**config.mk**
```make
export PLATFORM = sky130hd
export DESIGN_NAME = detector_senoide_flat
export DESIGN_NICKNAME = d
export VERILOG_FILES = /design/src/rtl/senoide_pkg.sv /design/src/rtl/detector_senoide_if.sv /design/src/rtl/detector_cruzamento.sv /design/src/rtl/detector_senoide.sv /design/src/flat_wrapper.sv
export SDC_FILE = /design/constraint.sdc
export NUM_CORES = 1
export LEC_CHECK = 0
export CAP_MARGIN = 10
export CORE_ASPECT_RATIO = 1.25
export CORE_MARGIN = 3
export CORE_UTILIZATION = 52
export DETAILED_ROUTE_END_ITERATION = 10
export GPL_ROUTABILITY_DRIVEN = 1
export PLACE_DENSITY_LB_ADDON = 0.3
export SETUP_SLACK_MARGIN = 0.3
export SLEW_MARGIN = 30
export SYNTH_ARGS = -nofsm -noshare
export SYNTH_HDL_FRONTEND = slang
export SYNTH_HIERARCHICAL = 1
export SYNTH_SLANG_ARGS = --single-unit
```
**constraint.sdc**
```tcl
create_clock -name CLOCK_50 -period 2.6 [get_ports CLOCK_50]
set_input_delay 0.65 -clock CLOCK_50 [delete_from_list [all_inputs] [get_ports CLOCK_50]]
set_output_delay 0.65 -clock CLOCK_50 [all_outputs]
set_load 0.01 [all_outputs]
```
**src/rtl/senoide_pkg.sv**
```systemverilog
// Shared definitions for the sine generator / detector pair: sample width,
// default mid-scale and hysteresis codes, and the detector FSM encoding.
package senoide_pkg;

    localparam int LARG_AMOSTRA     = 8;
    localparam int MEIO_PADRAO      = 128;
    localparam int HIST_PADRAO      = 8;
    localparam int LARG_CONT_PADRAO = 16;

    typedef enum logic [1:0] {
        BUSCA    = 2'd0,
        PRIMEIRO = 2'd1,
        MEDINDO  = 2'd2
    } estado_det_t;

endpackage

```
**src/rtl/detector_senoide_if.sv**
```systemverilog
// Sample and recovered-bit bus of detector_senoide.
// Optional `pico` signal exists only with DETECTOR_SENOIDE_AMPLITUDE_EN defined.
interface detector_senoide_if import senoide_pkg::*; #(
    parameter int LARG_CONT = LARG_CONT_PADRAO
) ();

    // amostra is consumed on every clock where amostra_valida=1; there is no
    // ready/backpressure. dado_valido is a one-cycle pulse qualifying
    // dado_periodo/periodo; the consumer must take it in that cycle.
    logic [LARG_AMOSTRA-1:0] amostra;
    logic                    amostra_valida;
    logic                    dado_rec;
    logic                    dado_valido;
    logic                    dado_periodo;
    logic [LARG_CONT-1:0]    periodo;
    logic                    travado;
    logic                    sem_sinal;
    estado_det_t             estado;
`ifdef DETECTOR_SENOIDE_AMPLITUDE_EN
    logic [LARG_AMOSTRA-1:0] pico;

    modport master (
        output amostra, amostra_valida,
        input  dado_rec, dado_valido, dado_periodo, periodo, travado, sem_sinal, estado, pico
    );
    modport slave (
        input  amostra, amostra_valida,
        output dado_rec, dado_valido, dado_periodo, periodo, travado, sem_sinal, estado, pico
    );
`else
    modport master (
        output amostra, amostra_valida,
        input  dado_rec, dado_valido, dado_periodo, periodo, travado, sem_sinal, estado
    );
    modport slave (
        input  amostra, amostra_valida,
        output dado_rec, dado_valido, dado_periodo, periodo, travado, sem_sinal, estado
    );
`endif

endinterface

```
**src/rtl/detector_cruzamento.sv**
```systemverilog
// Registers the incoming sample and flags rising mid-scale crossings with
// hysteresis. Extra sample outputs exist only with DETECTOR_SENOIDE_AMPLITUDE_EN.
module detector_cruzamento import senoide_pkg::*; #(
    parameter int MEIO = MEIO_PADRAO,
    parameter int HIST = HIST_PADRAO
) (
    input  logic                    clk,
    input  logic                    rst,
    input  logic [LARG_AMOSTRA-1:0] amostra,
    input  logic                    amostra_valida,
    output logic                    ev
`ifdef DETECTOR_SENOIDE_AMPLITUDE_EN
    ,
    output logic [LARG_AMOSTRA-1:0] amostra_reg,
    output logic                    valida_reg
`endif
);

    localparam logic [LARG_AMOSTRA-1:0] LIM_BAIXO = LARG_AMOSTRA'(MEIO - HIST);
    localparam logic [LARG_AMOSTRA-1:0] LIM_ALTO  = LARG_AMOSTRA'(MEIO + HIST);

    logic [LARG_AMOSTRA-1:0] amostra_q;
    logic                    valida_q;
    logic                    armado;

    always_ff @(posedge clk or posedge rst) begin
        if (rst) begin
            amostra_q <= '0;
            valida_q  <= 1'b0;
        end else begin
            amostra_q <= amostra;
            valida_q  <= amostra_valida;
        end
    end

    // Arming below the low threshold and firing above the high one means
    // samples inside the hysteresis band can never produce a second event.
    assign ev = armado && valida_q && (amostra_q >= LIM_ALTO);

    always_ff @(posedge clk or posedge rst) begin
        if (rst) begin
            armado <= 1'b0;
        end else if (ev) begin
            armado <= 1'b0;
        end else if (valida_q && (amostra_q < LIM_BAIXO)) begin
            armado <= 1'b1;
        end
    end

`ifdef DETECTOR_SENOIDE_AMPLITUDE_EN
    assign amostra_reg = amostra_q;
    assign valida_reg  = valida_q;
`endif

endmodule

```
**src/rtl/detector_senoide.sv**
```systemverilog
// FSK receiver: measures the period between rising crossings, classifies it
// and debounces the recovered bit. Optional peak output: DETECTOR_SENOIDE_AMPLITUDE_EN.
module detector_senoide import senoide_pkg::*; #(
    parameter int MEIO           = MEIO_PADRAO,
    parameter int HIST           = HIST_PADRAO,
    parameter int LIMIAR_PERIODO = 192,
    parameter int PERIODO_MAX    = 4096,
    parameter int CONFIRMA       = 2,
    parameter int LARG_CONT      = LARG_CONT_PADRAO
) (
    input  logic         CLOCK_50,
    input  logic         resetTop,
    detector_senoide_if.slave bus
);

    localparam int                   LARG_CONF = $clog2(CONFIRMA + 1);
    localparam logic [LARG_CONF-1:0] CONF_ALVO = LARG_CONF'(CONFIRMA);
    localparam logic [LARG_CONT-1:0] CONT_MAX  = '1;
    localparam logic [LARG_CONT-1:0] LIM_PERDA = LARG_CONT'(PERIODO_MAX);
    localparam logic [LARG_CONT-1:0] LIMIAR    = LARG_CONT'(LIMIAR_PERIODO);

    logic                 ev;
    logic [LARG_CONT-1:0] cont;
    estado_det_t          estado, estado_prox;
    logic                 reporta, perda;
    logic                 classe;
    logic [LARG_CONF-1:0] conf, conf_prox;
    logic                 ultima;
    logic                 dado_rec_q, dado_valido_q, dado_periodo_q;
    logic [LARG_CONT-1:0] periodo_q;

`ifdef DETECTOR_SENOIDE_AMPLITUDE_EN
    logic [LARG_AMOSTRA-1:0] amostra_reg, maximo, pico_q;
    logic                    valida_reg;
`endif

    detector_cruzamento #(
        .MEIO (MEIO),
        .HIST (HIST)
    ) u_cruzamento (
        .clk            (CLOCK_50),
        .rst            (resetTop),
        .amostra        (bus.amostra),
        .amostra_valida (bus.amostra_valida),
        .ev             (ev)
`ifdef DETECTOR_SENOIDE_AMPLITUDE_EN
        ,
        .amostra_reg    (amostra_reg),
        .valida_reg     (valida_reg)
`endif
    );

    // Loading 1 on the event makes the count at the next event equal the
    // number of clocks between the two crossings.
    always_ff @(posedge CLOCK_50 or posedge resetTop) begin
        if (resetTop) begin
            cont <= '0;
        end else if (ev) begin
            cont <= LARG_CONT'(1);
        end else if (cont != CONT_MAX) begin
            cont <= cont + 1'b1;
        end
    end

    always_ff @(posedge CLOCK_50 or posedge resetTop) begin
        if (resetTop) estado <= BUSCA;
        else          estado <= estado_prox;
    end

    // An event in the same cycle as the timeout takes priority.
    always_comb begin
        estado_prox = estado;
        reporta     = 1'b0;
        perda       = 1'b0;
        unique case (estado)
            BUSCA: begin
                if (ev) estado_prox = PRIMEIRO;
            end
            PRIMEIRO, MEDINDO: begin
                if (ev) begin
                    reporta     = 1'b1;
                    estado_prox = MEDINDO;
                end else if (cont >= LIM_PERDA) begin
                    perda       = 1'b1;
                    estado_prox = BUSCA;
                end
            end
            default: estado_prox = BUSCA;
        endcase
    end

    always_comb begin
        classe = (cont < LIMIAR);
        if (classe != ultima) conf_prox = LARG_CONF'(1);
        else if (conf >= CONF_ALVO) conf_prox = conf;
        else conf_prox = conf + 1'b1;
    end

    always_ff @(posedge CLOCK_50 or posedge resetTop) begin
        if (resetTop) begin
            dado_valido_q  <= 1'b0;
            dado_periodo_q <= 1'b0;
            periodo_q      <= '0;
            dado_rec_q     <= 1'b0;
            conf           <= '0;
            ultima         <= 1'b0;
        end else begin
            dado_valido_q <= reporta;
            if (reporta) begin
                periodo_q      <= cont;
                dado_periodo_q <= classe;
                ultima         <= classe;
                conf           <= conf_prox;
                if ((conf_prox >= CONF_ALVO) && (classe != dado_rec_q)) begin
                    dado_rec_q <= classe;
                end
            end else if (perda) begin
                conf <= '0;
            end
        end
    end

`ifdef DETECTOR_SENOIDE_AMPLITUDE_EN
    // Running maximum restarts at the crossing sample; its value at the next
    // crossing covers exactly one complete period.
    always_ff @(posedge CLOCK_50 or posedge resetTop) begin
        if (resetTop) begin
            maximo <= '0;
            pico_q <= '0;
        end else begin
            if (ev) maximo <= amostra_reg;
            else if (valida_reg && (amostra_reg > maximo)) maximo <= amostra_reg;
            if (reporta) pico_q <= maximo;
        end
    end

    assign bus.pico = pico_q;
`endif

    assign bus.dado_rec     = dado_rec_q;
    assign bus.dado_valido  = dado_valido_q;
    assign bus.dado_periodo = dado_periodo_q;
    assign bus.periodo      = periodo_q;
    assign bus.travado      = (estado == MEDINDO);
    assign bus.sem_sinal    = (estado != MEDINDO);
    assign bus.estado       = estado;

endmodule

```
**src/flat_wrapper.sv**
```systemverilog
// flat-port wrapper written by rule: the top's interface ports become plain ports
module detector_senoide_flat import senoide_pkg::*;
#(
    parameter int MEIO           = MEIO_PADRAO,
    parameter int HIST           = HIST_PADRAO,
    parameter int LIMIAR_PERIODO = 192,
    parameter int PERIODO_MAX    = 4096,
    parameter int CONFIRMA       = 2,
    parameter int LARG_CONT      = LARG_CONT_PADRAO
)
  (CLOCK_50, resetTop, bus_amostra, bus_amostra_valida, bus_dado_rec, bus_dado_valido, bus_dado_periodo, bus_periodo, bus_travado, bus_sem_sinal, bus_estado);
  detector_senoide_if #(.LARG_CONT(LARG_CONT)) bus_i ();
  input  logic CLOCK_50;
  input  logic resetTop;
  input wire logic [$bits(bus_i.amostra)-1:0] bus_amostra;
  input wire logic [$bits(bus_i.amostra_valida)-1:0] bus_amostra_valida;
  output wire logic [$bits(bus_i.dado_rec)-1:0] bus_dado_rec;
  output wire logic [$bits(bus_i.dado_valido)-1:0] bus_dado_valido;
  output wire logic [$bits(bus_i.dado_periodo)-1:0] bus_dado_periodo;
  output wire logic [$bits(bus_i.periodo)-1:0] bus_periodo;
  output wire logic [$bits(bus_i.travado)-1:0] bus_travado;
  output wire logic [$bits(bus_i.sem_sinal)-1:0] bus_sem_sinal;
  output wire logic [$bits(bus_i.estado)-1:0] bus_estado;
  assign bus_i.amostra = bus_amostra;
  assign bus_i.amostra_valida = bus_amostra_valida;
  assign bus_dado_rec = bus_i.dado_rec;
  assign bus_dado_valido = bus_i.dado_valido;
  assign bus_dado_periodo = bus_i.dado_periodo;
  assign bus_periodo = bus_i.periodo;
  assign bus_travado = bus_i.travado;
  assign bus_sem_sinal = bus_i.sem_sinal;
  assign bus_estado = bus_i.estado;
  detector_senoide #(.MEIO(MEIO), .HIST(HIST), .LIMIAR_PERIODO(LIMIAR_PERIODO), .PERIODO_MAX(PERIODO_MAX), .CONFIRMA(CONFIRMA), .LARG_CONT(LARG_CONT)) u_core (.CLOCK_50(CLOCK_50), .resetTop(resetTop), .bus(bus_i));
endmodule
```
Word-level counts from Yosys, hierarchy flattened --
Index checks and enable logic that the tools add are counted.
Word-level totals: register bits after elaboration 49, input bits 11, output and inout port bits 23, word-level logic and storage cells 54
Operators by class: add/subtract/negate cells 2, $lt $le $gt $ge 6, equality and inequality tests 8, multiplexer cells 17, reduce and logical (&&, ||, !) cells 11
Operators with widths (count):
- 16-bit two-way mux | 2
- 16-bit by 1-bit adder with 16-bit output, second input constant | 1
- 16-bit by 13-bit >= comparator with 1-bit output, second input constant | 1
- 16-bit by 8-bit < comparator with 1-bit output, second input constant | 1
- 16-bit != test, second input constant | 1
- 2-bit two-way mux | 7
- 8-bit >= comparator, second input constant | 1
- 8-bit by 7-bit < comparator with 1-bit output, second input constant | 1
- 1-bit two-way mux | 7
- 2-bit nonzero test | 3
- 2-bit >= comparator, second input constant | 2
- 1-bit logical AND | 4
- 2-bit case mux with 2 select lines | 1
- 2-bit AND reduction | 2
- 3-bit by 1-bit != test with 1-bit output, second input constant | 1
- 2-bit by 1-bit adder with 2-bit output, second input constant | 1
- 2-bit by 1-bit equality test with 1-bit output, second input constant | 1
- 2-bit equality test, second input constant | 1
- 2-bit logical NOT | 1
- 1-bit != test | 2
- 2-bit by 1-bit != test with 1-bit output, second input constant | 1
- 2-bit != test, second input constant | 1
- 2-bit OR reduction | 1

Logic depth before layout (Yosys ltp) --
Gate-level depths: netlist of the first run.
word-level depth 6, mapped depth 8, mapped depth without buffers 6

Cells and area by module --
Netlist of the first run, hierarchy kept.
By module, submodules not included:
- detector_senoide | times used 1, cells an instance 169, area each 1871.8 µm², sequential area each 975.9 µm²
- detector_cruzamento | times used 1, cells an instance 16, area each 225.2 µm², sequential area each 175.2 µm²

Worst setup path after synthesis of the first run --
No wires, ideal clock.
path type flip-flop to flip-flop, start reg u_core.estado[0], in the netlist u_core/bus.estado[0], end reg u_core.periodo_q[10], in the netlist u_core/bus.periodo[10], setup time 0.125 ns, arrival 1.729 ns, data required time 2.475 ns, slack 0.746 ns, stages on the path, launching flop included 7, path buffers 1, period minus slack after synthesis 1.854 ns, path through dfrtp_1 -> inv_1 -> ha_1 -> nand2_1 -> inv_1 -> clkbuf_1 -> mux2_2
On the way: word-level cells in the longest chain between the ends 3, elaborated cells on any way between the ends 4, those cells by class 2 x eq/ne; 1 x mux; 1 x reduce/logical
RTL lines:
- start, declared | line detector_senoide.sv:24 | estado_det_t estado, estado_prox;
- start signal, assigned | line detector_senoide.sv:67 | else estado <= estado_prox;
- 2-bit equality test / 2-bit by 1-bit equality test with 1-bit output (equally long branches) | line detector_senoide.sv:75 | unique case (estado)
- 2-bit OR reduction (*) | line detector_senoide.sv:75
- 1-bit two-way mux (*) | line detector_senoide.sv:75
- end signal, assigned | line detector_senoide.sv:110 | periodo_q <= cont;
- end, declared | line detector_senoide.sv:30 | logic [LARG_CONT-1:0] periodo_q;
Every way passes the cells marked *; elsewhere a longest branch is shown, timed or not. A chain may end at the register's enable or synchronous reset.

Worst setup path after layout of the first run --
start reg u_core.estado[0], in the netlist u_core/bus.estado[0], end out bus_sem_sinal
On the way: word-level cells in the longest chain between the ends 1
RTL lines:
- 2-bit != test | line detector_senoide.sv:145 | assign bus.sem_sinal = (estado != MEDINDO);
- end, declared | line flat_wrapper.sv:22 | output wire logic [$bits(bus_i.sem_sinal)-1:0] bus_sem_sinal;
No other way between the ends.

==> flow_metrics.tcl, run 1 <==
set metrics [dict create \
    clk_latency_ns 0.29 \
    clk_path_buf_depth 2 \
    viasPerCell 5.78 \
    synth_cell_type_count 45 \
    postCtsSetupBuffers 0 \
    ff2ff_path_depth 5 \
    antennaDiodeCount 0 \
    die_w_microns 62.8 \
    fmax_mhz 469 \
    synth_top_area_share_pct 54.9 \
    clk_pin_slew_ns 0.08 \
    worst_pin_slew_ns 0.461 \
    die_y_microns 77 \
    min-delay-start "u_core/u_cruzamento/amostra_q[7]$_DFF_PP0_" \
    power_leakage_uw 0.00112 \
    r2r_start "u_core/cont[1]$_DFFE_PP0P_" \
    track_usage_pct 18.9 \
    yosys_warnings 6 \
    utilization_pct 66.6 \
    routed-via-count 1595 \
    drt_iter0_drc 89 \
    slowest_delay_ns 0.52 \
    hold_end "u_core/u_cruzamento/armado$_DFFE_PP0P_" \
    min_period_ns 2.13 \
    drt_first_pass_iters 4 \
    grt_max_degree 23 \
    switching_share_pct 31.5 \
    max_slew_margin_pct 69.0 \
    final_antenna_net_count 0 \
    synth_common_cells "dfrtp_1, mux2_2, nand2_1" \
    cp-end-kind "primary output" \
    synth_edf_count 0 \
    setup_viol 0 \
    critical_path_class "reg -> out" \
    grt_pass1_vias 1644 \
    synthArstFlopShare_pct 100 \
    drc 0 \
    synth.avg_cell_area_sq_um 11.3 \
    hold_ws_ns 0.447 \
    cts_resized 0 \
    fin_tns_setup_ns 0 \
    place_ws_ns 0.592 \
    cellInternalPower_uw 1310 \
    pin_count 34 \
    max_cap_viol_count 0 \
    slowest_stage "clkdlybuf4s50_1" \
    synth_area_sq_mm 0.00210 \
    place_congestion 0.852 \
    share_comb_of_total_power_pct 28.8 \
    cts_root_buf "clkbuf_8" \
    p_per_area_mw_per_mm2 745 \
    crit_fanout 3 \
    crit_top_cell "inv_1" \
    hold_viol 0 \
    grt_overflow 0 \
    r2r_slack_ns 0.55 \
    syn2layout_area_growth_pct 22.1 \
    dp_hpwl_microns 3120 \
    cts_max_level 2 \
    ys_ff_latch 46 \
    finalCritPeriodShare_pct 82.0 \
    drive_above_1_share_pct 16.7 \
    syn_nets 201 \
    grt_setup_unrepaired "false" \
    cts_tree "built" \
    hold_depth 1 \
    synth_area_leaders "dfrtp_1, mux2_2, ha_1" \
    setup_ws_ns 0.468 \
    vdd.ir_drop.worst_mv 0.420 \
    worst_ep_required_time_ns 1.95 \
    synth_top_area_cell "dfrtp_1" \
    die_area_sq_mm 0.00484 \
    crit_path_start "u_core/bus.estado[0]$_DFFE_PP0P_" \
    core_sq_mm 0.00385 \
    syn_inst 185 \
    ctsHoldBuffers 0 \
    crit_path_start_kind "register" \
    rows 25 \
    p_sw_uw 600 \
    status "finished, final reports clean" \
    worstHoldPathType "reg -> reg" \
    pwr-share-clk_pct 20.9 \
    reg2reg_to "u_core/cont[14]$_DFFE_PP0P_" \
    clock-sinks 46 \
    critPathArrivalTime_ns 1.48 \
    grt_pass1_wl_microns 7210 \
    antenna_found_initial 0 \
    fin_nets 238 \
    cp_cell_sequence "inv_1 -> ha_1 -> inv_1 -> clkdlybuf4s50_1" \
    fin_skew_ns 0.00588 \
    routedWlPerCell_microns 15.1 \
    drt-total-wl_microns 4180 \
    start_util_pct 54.5 \
    seqPwrFrac_pct 50.3 \
    yosysMostFrequentCell "dfrtp_1" \
    numCtsBuffers 5 \
    seq_area_frac_synth_pct 54.9 \
    ys.flop_type "dfrtp_1" \
    numPortBuffers 30 \
    drv_slew 0 \
]
## critical path: cells and delay by family (launching register included)
family                   cells  cell delay [ns]
flip-flops                   1             0.35
buffers and inverters        3             0.64
adder cells (fa/ha/maj)      1             0.21
## per-stage QoR
stage	cells	area, sq um	power (uW)
6_report	276	2560	1910
3_5_place_dp	269	2480	1530
4_1_cts	276	2560	1930
3_3_place_gp	269	2480	1480
2_1_floorplan	185	2100	1270
5_1_grt	276	2560	2040
## state kept, by name, summed over array words and instances (netlist names), 2 cells and up
signal and flops:
u_core/bus.periodo 16, u_core/cont 16, u_core/u_cruzamento/amostra_q 5, u_core/bus.estado 2, u_core/conf 2
## final cells by class
type / instances / area (sq um)
tap: 54 / 67.6
inverter: 12 / 45.0
timing repair buffer: 35 / 338
clock buffer: 5 / 68.8
sequential: 46 / 1150
multi-input combinational: 122 / 881
fill: 311 / 1290
clock inverter: 2 / 10.0
## metal layers
metal | vias up | global-route usage [%] | share of wire (%)
li1 | 746 | - | -
met1 | 787 | 21.9 | 39
met2 | 54 | 33.1 | 54
met3 | 8 | 4.98 | 5.2
met4 | 0 | 7.28 | 1.3
met5 | - | 0 | 0
## how the worst max path moves through the flow
stage	end	slack (ns)	cells past startpoint
final	bus_sem_sinal	0.47	4
after global routing	bus_sem_sinal	0.39	4
after global placement	u_core/cont[14]$_DFFE_PP0P_	0.60	5
after detailed placement	u_core/cont[14]$_DFFE_PP0P_	0.59	5
after CTS	bus_sem_sinal	0.46	4
after floorplan	u_core/bus.periodo[10]$_DFFE_PP0P_	0.75	6
## power by group through the flow
| stage | registers, uW | clock network [uW] | logic [uW] |
|---|---|---|---|
| floorplan | 981 | 0 | 286 |
| global placement | 962 | 0 | 519 |
| detailed placement | 975 | 0 | 553 |
| CTS | 960 | 411 | 556 |
| global route | 980 | 448 | 608 |
| finish | 959 | 400 | 549 |
## cell families (layout without fill, tap and decap cells)
family	after synthesis	after routing	share of synthesized area (%)
flops	46	46	54.9
fa+ha+maj	5	5	2.98
simple gates	60	60	17.2
mux	18	18	9.55
xor+xnor	3	3	1.25
compound gates	36	36	11.0
buf+inv	17	54	3.10
## layout by cell type, fill, tap and decap left out, drive strengths merged, types with 4 or more instances in the layout
cell type	Yosys	routed
o31ai	4	4
nand3	6	6
dfrtp	46	46
a21oi	9	9
o21ai	10	10
mux2	16	16
or3	4	4
nand4	6	6
nor2	10	10
ha	5	5
clkbuf	4	5
inv	12	12
or4	4	4
buf	1	5
nor4	6	6
clkdlybuf4s50	0	30
nand2	14	14
(Power assumes the default switching activity.)
==> run 2, diff against run 1 <==
==> constraint.sdc (replaced) <==
create_clock -name CLOCK_50 -period 2.24 [get_ports CLOCK_50]
set_input_delay 0.56 -clock CLOCK_50 [delete_from_list [all_inputs] [get_ports CLOCK_50]]
set_output_delay 0.56 -clock CLOCK_50 [all_outputs]
set_load 0.01 [all_outputs]
==> run 2 against run 1 <==
  * Core utilization grew 1.1 points
  * Critical path depth down 3
  * Cell count up 1.4%
==> flow_metrics.tcl, run 2 (synthesis results as in run 1) <==
set metrics [dict create \
    status "finished, final reports clean" \
    routedWlPerCell_microns 15.2 \
    numCtsBuffers 5 \
    grt_setup_unrepaired "true" \
    pin_count 34 \
    regArea_sq_mm 0.00115 \
    finalCritPeriodShare_pct 84.2 \
    critPathBufInv 1 \
    die_area_sq_mm 0.00484 \
    worstHoldPathType "reg -> reg" \
    hold_depth 1 \
    min_period_ns 1.89 \
    clk_latency_ns 0.29 \
    critPathArrivalTime_ns 1.33 \
    fin_skew_ns 0.00656 \
    routed-via-count 1602 \
    drive_above_1_share_pct 19.5 \
    syn2layout_area_growth_pct 24.2 \
    grt_pass1_vias 1644 \
    r2r_slack_ns 0.37 \
    power_leakage_uw 0.00114 \
    worst_pin_slew_ns 0.483 \
    ff2ff_path_depth 5 \
    vdd.ir_drop.worst_mv 0.471 \
    setup_viol 0 \
    crit_path_start_kind "register" \
    dpl.cell_count 271 \
    crit_fanout 7 \
    setup_ws_ns 0.355 \
    fillers 312 \
    cp-end-kind "primary output" \
    cts_root_buf "clkbuf_8" \
    place_ws_ns 0.342 \
    max_slew_margin_pct 67.6 \
    path_depth 1 \
    clock-sinks 46 \
    viasPerCell 5.72 \
    layout_commonest_cell "dfrtp_1" \
    die_y_microns 77 \
    slowest_stage "clkdlybuf4s50_1" \
    drt_first_pass_iters 4 \
    numPortBuffers 30 \
    critical_path_class "reg -> out" \
    slowest_delay_ns 0.57 \
    hold_viol 0 \
    fin_nets 241 \
    max_cap_viol_count 0 \
    stdcell_count 280 \
    die_w_microns 62.8 \
    cts_tree "built" \
    cts_max_level 2 \
    fin_tns_setup_ns 0 \
    start_util_pct 54.5 \
    final_antenna_net_count 0 \
    post-route-cell-area_sq_mm 0.00261 \
    dp_hpwl_microns 3160 \
    drt_iter0_drc 102 \
    grt_pass1_wl_microns 7420 \
    place_congestion 0.848 \
    core_sq_mm 0.00385 \
    drt-total-wl_microns 4240 \
    track_usage_pct 19.2 \
    grt_overflow 0 \
    drv_slew 0 \
    antenna_found_initial 0 \
    clk_pin_slew_ns 0.08 \
    antennaDiodeCount 0 \
    fmax_mhz 530 \
    multi_input_area_sq_um 890 \
    crit_family "buffers and inverters" \
    final_cell_mix "dfrtp_1, clkdlybuf4s50_1, mux2_2, nand2_1, inv_1" \
    p_per_area_mw_per_mm2 875 \
    worst_ep_required_time_ns 1.68 \
    cp_cell_sequence "clkdlybuf4s50_1" \
    ctsHoldBuffers 0 \
    rows 25 \
    clk_path_buf_depth 2 \
    grt_max_degree 23 \
    place_area_sq_mm 0.00250 \
    drc 0 \
]
==> run 2: routing by layer <==
| metal | share of wire (%) | global-route usage [%] | up-vias |
|---|---|---|---|
| met1 | 40 | 22.1 | 798 |
| met2 | 54 | 33.6 | 42 |
| li1 | - | - | 754 |
| met5 | 0 | 0 | - |
| met3 | 3.9 | 4.83 | 8 |
| met4 | 1.5 | 8.17 | 0 |
==> run 2: area by class of cell <==
type / instances / share of cell area, %
flip-flops and latches: 46 / 44.3
inverters: 12 / 1.73
well taps: 54 / 2.59
multi-input cells: 122 / 34.1
repair buffers: 38 / 13.7
clock inverters: 1 / 0.192
clock buffers: 7 / 3.31
==> run 2: per-stage QoR <==
step / hold slack (ns) / utilization [%] / power (uW)
after floorplan: 0.363 / - / 1470
after global placement: 0.431 / 64.9 / 1730
after detailed placement: 0.438 / 64.9 / 1790
after CTS: 0.451 / 67.2 / 2280
after global routing: 0.475 / 67.7 / 2420
final: 0.449 / 67.7 / 2280
==> run 2: final timing paths <==
check / endpoint / startpoint
worst min-delay path: u_core/u_cruzamento/armado$_DFFE_PP0P_ / u_core/u_cruzamento/amostra_q[7]$_DFF_PP0_
worst max-delay path: bus_dado_periodo / u_core/bus.dado_periodo$_DFFE_PP0P_
worst min register to register: u_core/u_cruzamento/armado$_DFFE_PP0P_ / u_core/u_cruzamento/amostra_q[7]$_DFF_PP0_
min in group asynchronous: u_core/u_cruzamento/amostra_q[3]$_DFF_PP0_ / resetTop
worst max register to register: u_core/cont[14]$_DFFE_PP0P_ / u_core/cont[1]$_DFFE_PP0P_
max in group asynchronous: u_core/cont[4]$_DFFE_PP0P_ / resetTop
==> run 2: timing repair <==
item	4_1_cts	5_1_grt
gates resized for setup	2	5
setup endpoints to repair	2	2
setup buffers	0	1
hold endpoints to repair	0	0
pin swaps	0	0
==> run 2: where the power goes <==
group          switching, uW  internal (uW)
Combinational            312            345
Clock                    253            249
Sequential               139            980
==> run 3, diff against run 2 <==
--- a/config.mk
+++ b/config.mk
@@ -8,7 +8,7 @@
 export CAP_MARGIN = 10
 export CORE_ASPECT_RATIO = 1.25
 export CORE_MARGIN = 3
-export CORE_UTILIZATION = 52
+export CORE_UTILIZATION = 47
 export DETAILED_ROUTE_END_ITERATION = 10
 export GPL_ROUTABILITY_DRIVEN = 1
 export PLACE_DENSITY_LB_ADDON = 0.3
==> constraint.sdc (replaced) <==
create_clock -name CLOCK_50 -period 1.58 [get_ports CLOCK_50]
set_input_delay 0.395 -clock CLOCK_50 [delete_from_list [all_inputs] [get_ports CLOCK_50]]
set_output_delay 0.395 -clock CLOCK_50 [all_outputs]
set_load 0.01 [all_outputs]
==> run 3 against run 2 <==
  * The flow now finishes with violations (negative setup slack)
  * Global-route usage up 4.5 points
  * Cell count rose by 29%
  * Sequential cell count unchanged
  * Largest power group is now combinational cells
  * Sequential share of layout area shrank 13 points
  * Sequential power rose by 39%
  * Die area rose by 9.7%
  * Clock-buffer cell count is 2 lower
  * Wire length is 81% higher
==> flow_metrics.tcl, run 3 (synthesis results as in run 1) <==
set metrics [dict create \
    cp-end-kind "register" \
    final_cell_mix "buf_4, dfrtp_1, buf_2, buf_6, mux2_4" \
    max_cap_viol_count 0 \
    ctsHoldBuffers 0 \
    routedWlPerCell_microns 21.3 \
    grt_max_degree 40 \
    drt_iter0_drc 136 \
    setup_viol 25 \
    worstHoldPathType "in -> async" \
    place_ws_ns -0.161 \
    die_area_sq_mm 0.00530 \
    clk_latency_ns 0.31 \
    drt_first_pass_iters 5 \
    cts_tree "built" \
    start_util_pct 50.0 \
    viasPerCell 5.86 \
    totalPowerFinal_uw 4250 \
    final_antenna_net_count 0 \
    grt_pass1_vias 1966 \
    clock-sinks 46 \
    status "finished, violations left" \
    slowest_delay_ns 0.43 \
    crit_top_cell "buf_6" \
    pin_count 34 \
    critical_path_class "reg -> reg" \
    numCtsBuffers 5 \
    cts_root_buf "clkbuf_8" \
    crit_path_start_kind "register" \
    p_per_area_mw_per_mm2 1160 \
    fin_nets 319 \
    hold_viol 0 \
    crit_fanout 5 \
    power_leakage_uw 0.00174 \
    cp_cell_sequence "ha_4 -> nand4_1 -> buf_6 -> nor4_4 -> buf_6 -> buf_12 -> or4_4 -> a21oi_2" \
    grt_overflow 0 \
    antenna_found_initial 0 \
    regArea_sq_mm 0.00115 \
    drive_above_1_share_pct 63.8 \
    dp_hpwl_microns 3180 \
    worst_pin_slew_ns 0.405 \
    die_w_microns 65.7 \
    track_usage_pct 23.7 \
    setup_ws_ns -0.283 \
    drt-total-wl_microns 7670 \
    slowest_stage "dfrtp_1" \
    max_slew_margin_pct 72.9 \
    fmax_mhz 537 \
    critPathArrivalTime_ns 2.09 \
    clk_pin_slew_ns 0.09 \
    min_period_ns 1.86 \
    vdd.ir_drop.worst_mv 0.720 \
    die_y_microns 80.7 \
    layout_commonest_cell "buf_4" \
    finalCritPeriodShare_pct 118 \
    drc 0 \
    hold_ws_ns 0.400 \
    drv_slew 0 \
    worst_ep_required_time_ns 1.80 \
    cts_max_level 2 \
    fin_tns_setup_ns -2.68 \
    grt_setup_unrepaired "true" \
    fin_skew_ns 0.0140 \
    post-route-cell-area_sq_mm 0.00367 \
    routed-via-count 2109 \
    core_sq_mm 0.00420 \
    fillers 186 \
    multi_input_area_sq_mm 0.00129 \
    place_area_sq_mm 0.00283 \
    syn2layout_area_growth_pct 75.0 \
    rows 26 \
    grt_pass1_wl_microns 9470 \
    numPortBuffers 30 \
    violations "negative setup slack" \
    antennaDiodeCount 0 \
    place_congestion 0.851 \
    clk_path_buf_depth 2 \
]
-- run 3: cell count changes in the layout (fill, tap and decap cells not counted), sizes merged --
cell | before | now
inv | 12 | 11
dlygate4sd2 | 2 | 0
clkdlybuf4s50 | 28 | 7
clkinvlp | 0 | 1
buf | 8 | 108
clkbuf | 7 | 5
bufinv | 0 | 1
clkinv | 1 | 3
-- run 3: final timing paths --
| kind | slack [ns] | cells after the start | startpoint | endpoint |
|---|---|---|---|---|
| max | -0.28 | 8 | u_core/cont[1]$_DFFE_PP0P_ | u_core/cont[5]$_DFFE_PP0P_ |
| min reg2reg | 0.47 | 1 | u_core/u_cruzamento/amostra_q[7]$_DFF_PP0_ | u_core/u_cruzamento/armado$_DFFE_PP0P_ |
| min | 0.40 | 2 | resetTop | u_core/u_cruzamento/armado$_DFFE_PP0P_ |
| max reg2reg | -0.28 | 8 | u_core/cont[1]$_DFFE_PP0P_ | u_core/cont[5]$_DFFE_PP0P_ |
| max in group asynchronous | 0.87 | 3 | resetTop | u_core/cont[9]$_DFFE_PP0P_ |
| min in group CLOCK_50 | 0.47 | 1 | u_core/u_cruzamento/amostra_q[7]$_DFF_PP0_ | u_core/u_cruzamento/armado$_DFFE_PP0P_ |
-- run 3: report_power, final --
part           internal, uW  total (uW)  switching [uW]
Combinational           929        1820             891
Sequential             1380        1560             173
Clock                   466         871             405
-- run 3: what timing repair did --
| action | 4_1_cts | 5_1_grt |
|---|---|---|
| gates cloned | 1 | 0 |
| pin swaps | 18 | 33 |
| setup endpoints to repair | 62 | 43 |
| gates resized for setup | 145 | 49 |
| buffers inserted | 28 | 16 |
-- run 3: stage by stage --
step | utilization (%) | instances
after floorplan | - | 185
after global placement | 67.4 | 307
after detailed placement | 67.4 | 307
after CTS | 79.1 | 344
after global routing | 87.4 | 360
final | 87.4 | 360
-- run 3: layout make-up --
type / instances / area share, %
Timing Repair inverter: 1 / 0.307
Sequential cell: 46 / 31.4
Clock inverter: 3 / 1.09
Tap cell: 56 / 1.91
Multi-Input combinational cell: 122 / 35.2
Inverter: 12 / 2.01
Clock buffer: 5 / 1.88
Timing Repair Buffer: 115 / 26.2
-- run 3: routing by layer --
layer | vias up | share of wire (%) | global-route usage [%]
met5 | - | 0 | 0
met4 | 0 | 5.4 | 9.75
met3 | 36 | 5.0 | 4.76
met2 | 113 | 54 | 43.4
met1 | 1048 | 35 | 26.2
li1 | 912 | - | -
-- run 3: critical path: cells and delay by family, from the launching register on --
family | cells | cell delay (ns)
flops | 1 | 0.43
buf+inv | 3 | 0.40
fa+ha+maj | 1 | 0.19
compound gates | 1 | 0.16
simple gates | 3 | 0.60
